--- config.mk ---
export PLATFORM = sky130hd
export DESIGN_NAME = pipeline_hazard_ctrl
export DESIGN_NICKNAME = d
export VERILOG_FILES = /design/src/rtl/rv_ctrl_pkg.sv /design/src/rtl/load_use_detect.sv /design/src/rtl/pipeline_hazard_ctrl.sv
export SDC_FILE = /design/constraint.sdc
export NUM_CORES = 1
export LEC_CHECK = 0
export BUFFER_PORTS_ARGS = -buffer_cell sky130_fd_sc_hd__buf_2
export CORE_MARGIN = 3
export CORE_UTILIZATION = 49
export DETAILED_ROUTE_END_ITERATION = 16
export PLACE_DENSITY_LB_ADDON = 0.2
export SLEW_MARGIN = 20
export SYNTH_ARGS = -nofsm -noshare
export SYNTH_HDL_FRONTEND = slang
export SYNTH_SLANG_ARGS = --single-unit
--- constraint.sdc ---
create_clock -name clk -period 2.05 [get_ports clk]
set_input_delay 0 -clock clk [delete_from_list [all_inputs] [get_ports clk]]
set_output_delay 0 -clock clk [all_outputs]
set_load 0.05 [all_outputs]
--- src/rtl/rv_ctrl_pkg.sv ---
// Shared control types for the RV32I pipeline: sequencer states, x0 index, major opcodes.
// Pure declarations, no logic; imported by the hazard controller and its comparator.
package rv_ctrl_pkg;

  typedef enum logic [0:0] {
    RUN      = 1'b0,
    MEM_WAIT = 1'b1
  } state_e;

  localparam logic [4:0] REG_X0 = 5'd0;

  localparam logic [6:0] OP_LOAD   = 7'b0000011;
  localparam logic [6:0] OP_STORE  = 7'b0100011;
  localparam logic [6:0] OP_BRANCH = 7'b1100011;
  localparam logic [6:0] OP_JAL    = 7'b1101111;
  localparam logic [6:0] OP_JALR   = 7'b1100111;

  function automatic logic is_mem_op(input logic [6:0] opcode);
    return (opcode == OP_LOAD) || (opcode == OP_STORE);
  endfunction

endpackage

--- src/rtl/load_use_detect.sv ---
// Load-use comparator: flags an ID instruction that reads the register a load in EX will write.
// Purely combinational, zero latency; x0 never matches.
module load_use_detect
  import rv_ctrl_pkg::*;
#(
  parameter int REG_ADDR_W = 5
) (
  input  logic [REG_ADDR_W-1:0] id_rs1_i,
  input  logic [REG_ADDR_W-1:0] id_rs2_i,
  input  logic                  id_uses_rs1_i,
  input  logic                  id_uses_rs2_i,
  input  logic [REG_ADDR_W-1:0] ex_rd_i,
  input  logic                  ex_mem_read_i,
  output logic                  luh_o
);

  logic rd_live;
  logic hit_rs1;
  logic hit_rs2;

  assign rd_live = ex_mem_read_i && (ex_rd_i != REG_ADDR_W'(REG_X0));
  assign hit_rs1 = id_uses_rs1_i && (id_rs1_i == ex_rd_i);
  assign hit_rs2 = id_uses_rs2_i && (id_rs2_i == ex_rd_i);
  assign luh_o   = rd_live && (hit_rs1 || hit_rs2);

endmodule

--- src/rtl/pipeline_hazard_ctrl.sv ---
// Stall/flush sequencer for the 5-stage pipeline; outputs are combinational, only state/counter/fault are flopped.
// HAZARD_PERF_EN adds perf_clr plus saturating stall_cycles / flush_events counters.
module pipeline_hazard_ctrl
  import rv_ctrl_pkg::*;
#(
  parameter int REG_ADDR_W  = 5,
  parameter int MEM_TIMEOUT = 255,
  parameter int TO_W        = 8
) (
  input  logic                  clk,
  input  logic                  rst_n,
  input  logic [REG_ADDR_W-1:0] id_rs1,
  input  logic [REG_ADDR_W-1:0] id_rs2,
  input  logic                  id_uses_rs1,
  input  logic                  id_uses_rs2,
  input  logic [REG_ADDR_W-1:0] ex_rd,
  input  logic                  ex_mem_read,
  input  logic                  ex_redirect,
  input  logic                  mem_read,
  input  logic                  mem_write,
  input  logic                  dmem_ready,
  output logic                  pc_stall,
  output logic                  if_id_stall,
  output logic                  if_id_flush,
  output logic                  id_ex_stall,
  output logic                  id_ex_flush,
  output logic                  ex_mem_stall,
  output logic                  mem_wb_bubble,
  output logic                  dmem_req,
  output logic                  mem_fault
`ifdef HAZARD_PERF_EN
  ,
  input  logic                  perf_clr,
  output logic [31:0]           stall_cycles,
  output logic [31:0]           flush_events
`endif
);

  localparam logic [TO_W-1:0] TIMEOUT_CNT = TO_W'(MEM_TIMEOUT);

  state_e          state_q, state_d;
  logic [TO_W-1:0] cnt_q, cnt_d;
  logic            fault_q, fault_d;

  logic mem_acc;
  logic luh;
  logic freeze;
  logic timeout_hit;

  assign mem_acc     = mem_read | mem_write;
  assign timeout_hit = (cnt_q == TIMEOUT_CNT);

  load_use_detect #(
    .REG_ADDR_W(REG_ADDR_W)
  ) u_luh (
    .id_rs1_i     (id_rs1),
    .id_rs2_i     (id_rs2),
    .id_uses_rs1_i(id_uses_rs1),
    .id_uses_rs2_i(id_uses_rs2),
    .ex_rd_i      (ex_rd),
    .ex_mem_read_i(ex_mem_read),
    .luh_o        (luh)
  );

  // Ready beats timeout when both land in the same MEM_WAIT cycle.
  always_comb begin
    state_d = state_q;
    cnt_d   = cnt_q;
    fault_d = fault_q;
    freeze  = 1'b0;
    case (state_q)
      RUN: begin
        if (mem_acc && !dmem_ready) begin
          freeze  = 1'b1;
          state_d = MEM_WAIT;
          cnt_d   = TO_W'(1);
        end
      end
      MEM_WAIT: begin
        if (dmem_ready) begin
          state_d = RUN;
          cnt_d   = '0;
        end else if (timeout_hit) begin
          state_d = RUN;
          cnt_d   = '0;
          fault_d = 1'b1;
        end else begin
          freeze = 1'b1;
          cnt_d  = cnt_q + TO_W'(1);
        end
      end
      default: begin
        state_d = RUN;
        cnt_d   = '0;
      end
    endcase
  end

  // Freeze masks flushes so a held redirect/luh is acted on in the release cycle.
  always_comb begin
    pc_stall      = 1'b0;
    if_id_stall   = 1'b0;
    if_id_flush   = 1'b0;
    id_ex_stall   = 1'b0;
    id_ex_flush   = 1'b0;
    ex_mem_stall  = 1'b0;
    mem_wb_bubble = 1'b0;
    dmem_req      = 1'b0;
    mem_fault     = 1'b0;
    if (rst_n) begin
      dmem_req  = mem_acc;
      mem_fault = fault_q;
      if (freeze) begin
        pc_stall      = 1'b1;
        if_id_stall   = 1'b1;
        id_ex_stall   = 1'b1;
        ex_mem_stall  = 1'b1;
        mem_wb_bubble = 1'b1;
      end else if (ex_redirect) begin
        if_id_flush = 1'b1;
        id_ex_flush = 1'b1;
      end else if (luh) begin
        pc_stall    = 1'b1;
        if_id_stall = 1'b1;
        id_ex_flush = 1'b1;
      end
    end
  end

  always_ff @(posedge clk or negedge rst_n) begin
    if (!rst_n) begin
      state_q <= RUN;
      cnt_q   <= '0;
      fault_q <= 1'b0;
    end else begin
      state_q <= state_d;
      cnt_q   <= cnt_d;
      fault_q <= fault_d;
    end
  end

`ifdef HAZARD_PERF_EN
  logic [31:0] stall_q, stall_d;
  logic [31:0] flush_q, flush_d;

  always_comb begin
    stall_d = stall_q;
    flush_d = flush_q;
    if (perf_clr) begin
      stall_d = '0;
      flush_d = '0;
    end else begin
      if (pc_stall && (stall_q != '1)) stall_d = stall_q + 32'd1;
      if (if_id_flush && (flush_q != '1)) flush_d = flush_q + 32'd1;
    end
  end

  always_ff @(posedge clk or negedge rst_n) begin
    if (!rst_n) begin
      stall_q <= '0;
      flush_q <= '0;
    end else begin
      stall_q <= stall_d;
      flush_q <= flush_d;
    end
  end

  assign stall_cycles = stall_q;
  assign flush_events = flush_q;
`endif

endmodule

==> out/results.ini <==
[global_routing]
antenna_found_initial=0
grt_max_degree=17
grt_pass1_vias=665
grt_overflow=0
grt_pass1_wl_um=2615
grt_usage_pct=17.73

[routing]
wl_per_cell_um=12.45
detailedRoute.firstIterationViolations=15
top_layer_used=met4
avgViaCountPerCell=5.508
drc=0
wl_met3_um=165
drt_wl_total_um=1618
wl_met2_um=764
num_vias=716
firstDrtPassIters=4
ant_nets=0
met1_length_um=666

[clocking]
cts_htree_levels=1
clk_latency_ns=0.26
path_clk_slew_ns=0.06
tritoncts=built
cts_sinks=10
cts_made_buffers=3
cts-root-buf=clkbuf_4
cts_buffer_depth=2

[placed_design]
place_congestion=0.7973
io_buffers=32
hpwl_um=1310
dpl_cell_area_um2=898.4

[logic_synthesis]
syn_area_um2=742.0
synth.avg_cell_area_um2=9.048
ys_types=34
synth_ff_type=dfrtp_1
synth_fp_nets=107
synth_edf_count=0
synth_seq_area_share_pct=33.73
syn_inst=82
ys_ff_latch=10
synth_warnings=0
synthArstFlopShare_pct=100.0

[die]
placementRows=13
dieArea_um2=2017
die_w_um=44.91
core_um2=1366
initial_core_util_pct=54.30
die-height_um=44.91
num_io_pins=33

[critical_path]
crit_start=cnt_q[0]
crit_type=reg -> out
r2r-end=cnt_q[5]
reg2regPathDepth=5
crit_path_end_kind=primary output
critPathLaunchType=flop
r2r_slack_ns=0.53
rr_startpoint=cnt_q[0]
cp_data_required_time_ns=2.05
worstPathArrival_ns=1.91
path_max_fanout=5

[finish]
nNetsFinal=142
antenna_cells=0
area_growth_pct=27.49
regArea_um2=250.2
final_layout_size_suffix_gt1_share_pct=33.91
final_area_um2=945.9
fill_cells=117
multi_input_area_um2=460.4

[sta]
timing.setup.tns_ns=0
finalSetupViolations=0
rsz0062_at_grt=no
max_freq_ghz=0.5249
maxSlewViolCount=0
worstMarginPinSlew_ns=0.4474
hold_viol=0
period_share_pct=92.93
finalClockSkew_ns=0.004500
layout_min_cycle_time_ns=1.905
slew-limit-headroom_pct=70.11

[power]
leakage_nw=0.4491
peakVddDrop_mv=0.3750
power_density_nw_per_um2=520.1

[min_path]
min_path_type=in -> async

[status]
outcome=complete, no violations

[flow_run]
drv_cap=0

-- area by class of cell --
type                            count  share of cell area, %
Sequential cell                    10                  26.46
Tap cell                           15                  1.984
Multi-Input combinational cell     65                  48.68
Inverter                            3                  1.190
Clock buffer                        3                  2.381
Timing Repair Buffer               34                  19.31
-- state kept, by name, indices dropped and copies added (netlist names) --
signal	count
state_q	1
fault_q	1
cnt_q	8
-- worst max-delay path: stages (launching register included) --
cell,delay (ns)
dfrtp_1,0.39
ha_2,0.23
nand4_1,0.08
o311a_1,0.33
and2_1,0.19
o21bai_2,0.19
buf_2,0.22
-- logic make-up after synthesis --
group	after synthesis	share of synthesized area (%)
xor gates and xnor gates	15	17.71
buffers and inverters	7	5.058
DFF	10	33.73
AOI/OAI and AO/OA	20	20.40
adders and majority gates	1	1.686
and+or+nand+nor	29	21.42
-- cells in the final DEF, fill, tap and decap left out, types with 2 or more instances in the layout --
master	netlist	layout
inv_1	3	3
nand2_1	5	5
a21oi_1	3	3
xnor2_1	7	7
clkbuf_4	0	4
and2_1	3	3
a211oi_1	2	2
dfrtp_1	10	10
nand4_1	2	2
nand3b_1	2	2
dlygate4sd3_1	0	2
o21a_1	2	2
xor2_1	8	8
nor2_1	6	6
o31a_1	2	2
o21bai_2	1	2
buf_2	0	31
nand3_1	3	3
nor4_1	2	2
-- through the flow --
| stage | hold WS (ns) | instances | setup WS, ns | util [%] | power (mW) |
|---|---|---|---|---|---|
| after CTS | 0.1509 | 130 | 0.1042 | 68.86 | 0.4973 |
| after global routing | 0.1719 | 130 | 0.02556 | 69.23 | 0.5236 |
| final | 0.1496 | 130 | 0.1448 | 69.23 | 0.4920 |
| after detailed placement | -0.09336 | 125 | 0.3933 | 65.75 | 0.3601 |
| after floorplan | -0.2956 | 82 | 0.01210 | - | 0.3123 |
| after global placement | -0.1002 | 125 | 0.4345 | 65.75 | 0.3573 |
-- what timing repair did --
action	in CTS	in global routing
hold buffers	2	0
buffers inserted	0	0
gates resized for setup	0	2
hold endpoints to repair	11	0
setup endpoints to repair	0	3
-- how the worst max path moves through the flow --
stage / end / cells after the start
after floorplan: pc_stall / 6
after global placement: id_ex_flush / 6
after detailed placement: id_ex_flush / 6
after CTS: id_ex_flush / 6
after global routing: pc_stall / 6
final: if_id_stall / 6
-- report_power, final --
part | total (mW) | switching [mW] | internal [mW]
Combinational | 0.146 | 0.0865 | 0.0592
Sequential | 0.215 | 0.00886 | 0.206
Clock | 0.132 | 0.0639 | 0.0677
-- synth_stat cells, types with 2 or more instances --
| library cell | number | area [um^2] |
|---|---|---|
| a211oi_1 | 2 | 15.01 |
| a21oi_1 | 3 | 15.01 |
| nor4_1 | 2 | 12.51 |
| xnor2_1 | 7 | 61.31 |
| nand3_1 | 3 | 15.01 |
| nand4_1 | 2 | 12.51 |
| xor2_1 | 8 | 70.07 |
| o21a_1 | 2 | 15.01 |
| inv_1 | 3 | 11.26 |
| nor2_1 | 6 | 22.52 |
| o31a_1 | 2 | 17.52 |
| and2_1 | 3 | 18.77 |
| buf_4 | 3 | 22.52 |
| o21bai_1 | 2 | 15.01 |
| dfrtp_1 | 10 | 250.2 |
| nand2_1 | 5 | 18.77 |
| nand3b_1 | 2 | 15.01 |
-- layer usage --
metal,vias to the layer above,GRT usage [%]
met1,326,20.95
met5,-,0
met2,27,29.51
met3,3,4.781
met4,0,8.772
li1,360,-
Note: power is estimated with default switching activity, not from simulation.
